--- src/rtl/video_timing_gen.sv ---
// Parametrised VGA timing generator: HS/VS/BLANK strobes, pixel coordinates and start pulses.
// Optional frame counter enabled by defining VTC_FRAME_CNT_EN.
module video_timing_gen #(
   parameter int   H_ACTIVE = 640,
   parameter int   H_FP     = 16,
   parameter int   H_SYNC   = 96,
   parameter int   H_BP     = 48,
   parameter int   V_ACTIVE = 480,
   parameter int   V_FP     = 10,
   parameter int   V_SYNC   = 2,
   parameter int   V_BP     = 33,
   parameter logic HS_POL   = 1'b0,
   parameter logic VS_POL   = 1'b0,
   parameter int   CNT_W    = 12,
   parameter int   FCNT_W   = 16
) (
   input  logic              VGA_CLK,
   input  logic              reset_n,
   input  logic              enable,
   output logic              VGA_HS,
   output logic              VGA_VS,
   output logic              VGA_BLANK_N,
   output logic              VGA_SYNC_N,
   output logic              visible_region,
   output logic [CNT_W-1:0]  pixel_x,
   output logic [CNT_W-1:0]  pixel_y,
   output logic              line_start,
   output logic              frame_start,
   output logic [FCNT_W-1:0] frame_count
);

   localparam int H_TOTAL = H_ACTIVE + H_FP + H_SYNC + H_BP;
   localparam int V_TOTAL = V_ACTIVE + V_FP + V_SYNC + V_BP;

   localparam logic [CNT_W-1:0] H_LAST     = CNT_W'(H_TOTAL - 1);
   localparam logic [CNT_W-1:0] H_ACT_END  = CNT_W'(H_ACTIVE);
   localparam logic [CNT_W-1:0] H_SYNC_BEG = CNT_W'(H_ACTIVE + H_FP);
   localparam logic [CNT_W-1:0] H_SYNC_END = CNT_W'(H_ACTIVE + H_FP + H_SYNC);
   localparam logic [CNT_W-1:0] V_LAST     = CNT_W'(V_TOTAL - 1);
   localparam logic [CNT_W-1:0] V_ACT_END  = CNT_W'(V_ACTIVE);
   localparam logic [CNT_W-1:0] V_SYNC_BEG = CNT_W'(V_ACTIVE + V_FP);
   localparam logic [CNT_W-1:0] V_SYNC_END = CNT_W'(V_ACTIVE + V_FP + V_SYNC);

   logic [CNT_W-1:0] h_q, h_d;
   logic [CNT_W-1:0] v_q, v_d;
   logic [CNT_W-1:0] px_q, px_d;
   logic [CNT_W-1:0] py_q, py_d;
   logic             blank_n_q, blank_n_d;
   logic             hs_q, hs_d;
   logic             vs_q, vs_d;
   logic             ls_q, ls_d;
   logic             fs_q, fs_d;

   // Outputs are decoded from the pre-advance position, so they trail h/v by one enabled edge.
   always_comb begin
      h_d       = h_q;
      v_d       = v_q;
      px_d      = px_q;
      py_d      = py_q;
      blank_n_d = blank_n_q;
      hs_d      = hs_q;
      vs_d      = vs_q;
      ls_d      = ls_q;
      fs_d      = fs_q;
      if (enable) begin
         px_d      = h_q;
         py_d      = v_q;
         blank_n_d = (h_q < H_ACT_END) && (v_q < V_ACT_END);
         hs_d      = ((h_q >= H_SYNC_BEG) && (h_q < H_SYNC_END)) ? HS_POL : ~HS_POL;
         vs_d      = ((v_q >= V_SYNC_BEG) && (v_q < V_SYNC_END)) ? VS_POL : ~VS_POL;
         ls_d      = (h_q == '0);
         fs_d      = (h_q == '0) && (v_q == '0);
         if (h_q == H_LAST) begin
            h_d = '0;
            v_d = (v_q == V_LAST) ? '0 : v_q + 1'b1;
         end else begin
            h_d = h_q + 1'b1;
         end
      end
   end

   always_ff @(posedge VGA_CLK or negedge reset_n) begin
      if (!reset_n) begin
         h_q       <= '0;
         v_q       <= '0;
         px_q      <= '0;
         py_q      <= '0;
         blank_n_q <= 1'b0;
         hs_q      <= ~HS_POL;
         vs_q      <= ~VS_POL;
         ls_q      <= 1'b0;
         fs_q      <= 1'b0;
      end else begin
         h_q       <= h_d;
         v_q       <= v_d;
         px_q      <= px_d;
         py_q      <= py_d;
         blank_n_q <= blank_n_d;
         hs_q      <= hs_d;
         vs_q      <= vs_d;
         ls_q      <= ls_d;
         fs_q      <= fs_d;
      end
   end

`ifdef VTC_FRAME_CNT_EN
   logic [FCNT_W-1:0] fcnt_q, fcnt_d;

   // Counts on the edge that presents the last position of the frame.
   always_comb begin
      fcnt_d = fcnt_q;
      if (enable && (h_q == H_LAST) && (v_q == V_LAST)) begin
         fcnt_d = fcnt_q + 1'b1;
      end
   end

   always_ff @(posedge VGA_CLK or negedge reset_n) begin
      if (!reset_n) begin
         fcnt_q <= '0;
      end else begin
         fcnt_q <= fcnt_d;
      end
   end

   assign frame_count = fcnt_q;
`else
   assign frame_count = '0;
`endif

   assign pixel_x        = px_q;
   assign pixel_y        = py_q;
   assign VGA_BLANK_N    = blank_n_q;
   assign visible_region = blank_n_q;
   assign VGA_HS         = hs_q;
   assign VGA_VS         = vs_q;
   assign VGA_SYNC_N     = 1'b0;
   assign line_start     = ls_q;
   assign frame_start    = fs_q;

endmodule

--- config.mk ---
export PLATFORM = sky130hd
export DESIGN_NAME = video_timing_gen
export DESIGN_NICKNAME = d
export VERILOG_FILES = /design/src/rtl/video_timing_gen.sv
export SDC_FILE = /design/constraint.sdc
export NUM_CORES = 1
export LEC_CHECK = 0
export BUFFER_PORTS_ARGS = -buffer_cell sky130_fd_sc_hd__buf_2
export CELL_PAD_IN_SITES_DETAIL_PLACEMENT = 1
export CELL_PAD_IN_SITES_GLOBAL_PLACEMENT = 2
export CORE_MARGIN = 10
export CORE_UTILIZATION = 30
export DETAILED_ROUTE_END_ITERATION = 6
export PLACE_DENSITY_LB_ADDON = 0.1
export SYNTH_ARGS = -nofsm -noshare
export SYNTH_HDL_FRONTEND = slang
export SYNTH_SLANG_ARGS = --single-unit
--- constraint.sdc ---
create_clock -name VGA_CLK -period 2 [get_ports VGA_CLK]
set_input_delay 0.4 -clock VGA_CLK [delete_from_list [all_inputs] [get_ports VGA_CLK]]
set_output_delay 0.4 -clock VGA_CLK [all_outputs]
set_load 0.02 [all_outputs]
==> flow_metrics.tcl, run 1 <==
set metrics [dict create \
    start_util_pct 30.5 \
    synth_edf_count 0 \
    io_pins 50 \
    gp_congestion 0.734 \
    worstMarginPinSlew_ns 0.499 \
    wirelength_mm 6.57 \
    core_sq_um 8640 \
    drive_gt1_share_pct 31.8 \
    clock_latency_ns 0.31 \
    chipHeight_um 114 \
    syn_inst 237 \
    grt_pass1_wl_mm 11.0 \
    cts_max_level 2 \
    viasPerCell 4.85 \
    pwr-share-seq_pct 47.2 \
    layout.cells.most_common "dfrtp_1" \
    dp_hpwl_mm 4.84 \
    path_delay_family "simple AND/OR/NAND/NOR gates" \
    power_switching_share_pct 28.6 \
    cts_inserted_buffers 5 \
    first_pass_iters 4 \
    grt_use_total_pct 10.5 \
    area_growth_pct 15.4 \
    diodes 0 \
    drc 0 \
    finalHoldViolCount 0 \
    skew_ns 0.00545 \
    critical_path_class "reg2reg" \
    fp.dieW_um 114 \
    post-route-min-period_ns 1.68 \
    grt_overflow 0 \
    pre_cts_slack_ns 0.348 \
    slowest_delay_ns 0.50 \
    yosysSeqAreaShare_pct 50.5 \
    cts-resized-gates 0 \
    fin_cells 385 \
    dpl_cell_area_sq_um 2910 \
    cp_num_buf_inv 1 \
    yosysTopAreaCellShare_pct 48.5 \
    synth_top_cell_by_area "dfrtp_1" \
    vias 1868 \
    cp.required_ns 2.18 \
    cts_root_buf "clkbuf_8" \
    core.rowCount 34 \
    wl_per_cell_um 17.1 \
    arrival_ns 1.86 \
    maxCapViolations 0 \
    relSlewSlack_pct 66.5 \
    rsz0062_at_grt "no" \
    grt_max_degree 35 \
    design.die.area_sq_um 12900 \
    p_int_mw 1.87 \
    hp-class "in2async" \
    fin_crit_sh_pct 83.9 \
    fin_ws_ns 0.321 \
    ir_drop_uv 316 \
    clock.fmax_mhz 596 \
    tritoncts "built" \
    slew_violations 0 \
    clkPwrFrac_pct 33.2 \
    cp_cell_sequence "nor4_1, nand4_1, buf_4, a21bo_2, a31oi_1" \
    io_buffers 32 \
    power.density_nw_per_um2 864 \
    drt_iter0_markers 70 \
    ant_nets 0 \
    cpMaxStageDelayCell "nor4_1" \
    post_cts_buffers 0 \
    layout_common_cells "dfrtp_1 (51), buf_2 (32), mux2_2 (24), conb_1 (17)" \
    setup_violations 0 \
    combPwrFrac_pct 19.6 \
    rrSetupSlack_ns 0.32 \
    layout.nets 283 \
    critical_path.endpoint_type "flip-flop" \
    synth_cell_types 40 \
    clk_pin_slew_ns 0.10 \
    cp_max_fo 12 \
    antenna_found_initial 0 \
    utilization_pct 35.2 \
    leakage_nw 1.40 \
    start_kind "flip-flop" \
    design_area_sq_um 3040 \
    cts.sinks 53 \
    dpl.cell_count 377 \
    synthesis.area_sq_um 2630 \
    async_flop_share_pct 100 \
    grt_pass1_vias 2046 \
    synthTopCellsByArea "dfrtp_1 (48%), mux2_2 (10%), buf_4 (5.4%)" \
    outcome "completed" \
    holdBufCountCts 0 \
    avgSynthCellArea_sq_um 11.1 \
    synth-main-ff-cell "dfrtp_1" \
    synth_warnings 0 \
    ys_ff_latch 53 \
    p_sw_uw 752 \
    clock_path_buffers 2 \
    fin_setup_tns_ns 0 \
]
==> power groups by stage <==
stage,combinational [mW],clock [mW],sequential [mW]
floorplan,0.272,0,1.34
global placement,0.522,0,1.26
detailed placement,0.522,0,1.26
CTS,0.526,0.904,1.24
global route,0.570,0.945,1.26
finish,0.514,0.872,1.24
==> worst register-to-register path: cells and delay by family (launching register included) <==
family,cells,cell delay [ns]
buffers and inverters,1,0.21
AND/OR/NAND/NOR,2,0.65
AO/OA/AOI/OAI,2,0.26
flip-flops,1,0.43
==> cell type report <==
cell class              instances  area (sq um)
fillers                       992          5600
repair buffers                 47           285
inverters                      14          52.6
multi-input cells             155          1100
clock buffers                   5          68.8
well taps                     108           135
clock inverters                 3          65.1
flip-flops and latches         53          1330
==> cells in the mapped netlist, types with 2 or more instances <==
cell type / instances
mux2_2: 24
dfstp_2: 2
o21ai_0: 5
dfrtp_1: 51
clkbuf_1: 5
nand3_1: 8
buf_4: 19
and3_1: 8
and4_1: 3
xnor2_1: 5
ha_1: 4
inv_1: 14
o22ai_1: 5
nand2_1: 7
buf_6: 2
a21oi_1: 11
nor2_1: 8
a31oi_1: 3
xor2_1: 6
nor4_1: 4
buf_2: 5
mux2i_1: 2
nand2b_1: 3
nand4_1: 14
nor3_1: 4
==> cells by family after synthesis <==
| group | after synthesis | synth area share (%) |
|---|---|---|
| buf+inv | 45 | 9.93 |
| simple gates | 69 | 16.6 |
| flops | 53 | 50.5 |
| other cells | 1 | 0.142 |
| fa+ha+maj | 4 | 1.90 |
| xor+xnor | 11 | 3.66 |
| compound gates | 28 | 6.27 |
| mux | 26 | 11.0 |
==> path summary, 6_finish.rpt <==
path                                             start                      to  depth (start not counted)
worst min register to register  pixel_y[8]$_DFFE_PN0P_  pixel_y[8]$_DFFE_PN0P_                          1
worst min-delay path                           reset_n      h_q[7]$_DFFE_PN0P_                          1
max in group asynchronous                      reset_n      v_q[1]$_DFFE_PN0P_                          2
worst max register to register      v_q[8]$_DFFE_PN0P_      v_q[9]$_DFFE_PN0P_                          5
worst max-delay path                v_q[8]$_DFFE_PN0P_      v_q[9]$_DFFE_PN0P_                          5
min in group VGA_CLK            pixel_y[8]$_DFFE_PN0P_  pixel_y[8]$_DFFE_PN0P_                          1
==> registers in the layout (all words and copies together), names as in the netlist <==
signal	count
VGA_BLANK_N	1
pixel_y	12
v_q	12
frame_start	1
h_q	12
VGA_VS	1
pixel_x	12
VGA_HS	1
line_start	1
==> stage by stage <==
| stage | hold slack [ns] | power, mW |
|---|---|---|
| 6_report | 0.0490 | 2.63 |
| 3_5_place_dp | 0.410 | 1.79 |
| 3_3_place_gp | 0.412 | 1.78 |
| 4_1_cts | 0.0617 | 2.67 |
| 2_1_floorplan | 0.104 | 1.61 |
| 5_1_grt | 0.0846 | 2.77 |
==> metal layers <==
metal,vias up,global-route usage (%),share of wire [%]
met5,-,0,0
met4,0,3.98,1.5
met3,6,2.89,5.9
met2,53,15.4,41
met1,927,14.4,52
li1,882,-,-
No activity file was read; power rests on OpenSTA's default activity.
==> run 2, diff against run 1 <==
Settings changed: ABC_AREA from default to 1.
Clock period 2 ns to 1.7 ns, I/O delays scaled along.
==> run 2 against run 1 <==
  * Die area rose by 1.7%
  * Synthesized cell count grew 41%
  * Cell count is 24% higher
  * Utilization is 0.46 points lower
  * Cell area is 0.33% lower
  * Highest routed layer unchanged
  * Synthesized area rose by 2.0%
  * Total power increased by 26%
  * Sequential share of layout area is 0.14 points higher
  * Worst hold slack lost 0.033 ns
  * Global-route usage up 0.48 points
  * Flip-flop and latch count stayed put
==> flow_metrics.tcl, run 2 <==
set metrics [dict create \
    outcome "completed" \
    viasPerCell 4.47 \
    layout.nets 377 \
    syn_inst 333 \
    grt_use_total_pct 11.0 \
    ant_nets 0 \
    arrival_ns 1.69 \
    power.density_nw_per_um2 1090 \
    synthTopCellsByCount "nand2_1 (91), dfrtp_1 (51), inv_1 (38), o21ai_0 (31), nor2_1 (27)" \
    wirelength_mm 7.04 \
    first_pass_iters 4 \
    power_switching_share_pct 38.0 \
    critical_path.endpoint_type "flip-flop" \
    yosysSeqAreaShare_pct 49.4 \
    drive_gt1_share_pct 16.2 \
    core.rowCount 34 \
    core_sq_um 8720 \
    design.die.area_sq_um 13100 \
    r2r_cells 8 \
    dpl_cell_area_sq_um 2940 \
    layout.cells.most_common "nand2_1" \
    met2_usage_pct 15.8 \
    critical_path_class "reg2reg" \
    p_sw_mw 1.25 \
    synthesis.area_sq_um 2690 \
    maxCapViolations 0 \
    grt.busiest_layer "met1" \
    rrSetupSlack_ns 0.22 \
    clock_path_buffers 2 \
    layout_common_cells "nand2_1 (91), dfrtp_1 (51), inv_1 (38), buf_2 (32), o21ai_0 (31)" \
    synth_cell_types 30 \
    yosysTopAreaCellShare_pct 47.5 \
    grtUsageMet3_pct 3.46 \
    nFillCells 1083 \
    rr_endpoint "v_q[10]$_DFFE_PN0P_" \
    synth_top_cell_by_area "dfrtp_1" \
    clock.fmax_mhz 678 \
    synthTopCellsByArea "dfrtp_1 (47%), nand2_1 (13%), o21ai_0 (5.8%)" \
    synth_mux_area_share_pct 0 \
    synth_compound_area_share_pct 8.66 \
    dp_hpwl_mm 5.40 \
    cts_max_level 2 \
    cts_inserted_buffers 5 \
    synth_edf_count 0 \
    yosysMostFrequentCell "nand2_1" \
    setup_violations 0 \
    io_buffers 32 \
    diodes 0 \
    vias 2142 \
    synthSimpleGateAreaFrac_pct 24.9 \
    avgSynthCellArea_sq_um 8.07 \
    gp_congestion 0.783 \
    combPwrFrac_pct 27.3 \
    start_kind "flip-flop" \
    synth_top_family_by_area "simple AND/OR/NAND/NOR gates" \
    utilization_pct 34.7 \
    area_growth_pct 12.7 \
    finalPower_mw 3.30 \
    fp.dieW_um 115 \
    hp-class "in2async" \
    synth_xor_area_share_pct 2.61 \
    pwr-share-seq_pct 49.9 \
    clock_latency_ns 0.31 \
    synth-adder-area-share_pct 1.86 \
    skew_ns 0.0123 \
    async_flop_share_pct 100 \
    r2r_start "h_q[0]$_DFFE_PN0P_" \
    rsz0062_at_grt "no" \
    grt_overflow 0 \
    cp_max_fo 12 \
    drc 0 \
    synth-main-ff-cell "dfrtp_1" \
    cts_root_buf "clkbuf_8" \
    leakage_nw 1.57 \
    drt_iter0_markers 67 \
    grt_pass1_vias 2298 \
    cp.required_ns 1.91 \
    io_pins 50 \
    grt_pass1_wl_mm 11.9 \
    antenna_found_initial 0 \
    grt_use_met1_pct 15.9 \
    tritoncts "built" \
    clk_pin_slew_ns 0.11 \
    slew_violations 0 \
    chipHeight_um 115 \
    wl_per_cell_um 14.7 \
    post-route-min-period_ns 1.48 \
    clkPwrFrac_pct 22.7 \
    hold_ws_ns 0.0164 \
    synth_warnings 0 \
    cts.sinks 53 \
    ys_ff_latch 53 \
    p_int_mw 2.05 \
    design_area_sq_um 3030 \
    grt_max_degree 54 \
    ir_drop_uv 596 \
    fin_crit_sh_pct 86.8 \
    start_util_pct 30.8 \
    finalHoldViolCount 0 \
    fin_setup_tns_ns 0 \
]
run 2: final cells by class:
class | instances | area (sq um) | area share (%)
Timing Repair Buffer | 41 | 240 | 7.93
Clock buffer | 5 | 68.8 | 2.27
Sequential cell | 53 | 1330 | 43.9
Inverter | 39 | 146 | 4.83
Clock inverter | 3 | 21.3 | 0.702
Multi-Input combinational cell | 230 | 1090 | 35.9
Tap cell | 108 | 135 | 4.46
run 2: per-layer routing:
metal  share of wire (%)  vias to the layer above  wire [um]
li1                    -                     1099          -
met1                  53                      993       3700
met5                   0                        -          0
met2                  41                       48       2880
met4                0.53                        0         37
met3                 6.1                        2        426
run 2: metrics by stage:
stage,setup slack (ns),std cells
floorplan,0.357,349
global placement,0.199,471
detailed placement,0.177,471
CTS,0.144,479
global route,0.00326,479
finish,0.224,479
run 2: what timing repair did:
action	CTS	global route
gates resized for setup	0	1
endpoints found under the setup margin	0	3
buffers inserted	0	0
hold buffers	0	0
run 2: power by group through the flow:
stage	clock network, mW	registers (mW)	logic [mW]
after floorplan	0	1.78	0.510
after global placement	0	1.68	0.919
after detailed placement	0	1.68	0.914
after CTS	0.785	1.66	0.927
after global routing	0.835	1.69	1.04
final	0.751	1.65	0.902
run 2: critical path, cell delays in order (launching register included):
cell and delay, ns:
dfrtp_1 0.40, ha_1 0.21, nand2_1 0.10, nor2_2 0.11, nand3_2 0.12, nor2_4 0.12
buf_4 0.18, nand2_1 0.06, o21ai_0 0.09
run 2: worst max-delay path by stage:
stage | startpoint | end | slack [ns] | cells past startpoint
6_report | h_q[0]$_DFFE_PN0P_ | v_q[10]$_DFFE_PN0P_ | 0.22 | 8
5_1_grt | h_q[0]$_DFFE_PN0P_ | v_q[0]$_DFFE_PN0P_ | 0.003 | 8
4_1_cts | h_q[0]$_DFFE_PN0P_ | v_q[10]$_DFFE_PN0P_ | 0.14 | 8
3_5_place_dp | h_q[0]$_DFFE_PN0P_ | v_q[10]$_DFFE_PN0P_ | 0.18 | 8
3_3_place_gp | enable | h_q[9]$_DFFE_PN0P_ | 0.20 | 7
2_1_floorplan | h_q[0]$_DFFE_PN0P_ | v_q[5]$_DFFE_PN0P_ | 0.36 | 9
run 2: kinds of logic (layout without fill, tap and decap cells):
logic type      after synthesis  after routing
compound gates               43             43
xor+xnor                      8              8
fa+ha+maj                     4              4
buf+inv                      66             88
flops                        53             53
other cells                   1             17
simple gates                158            158
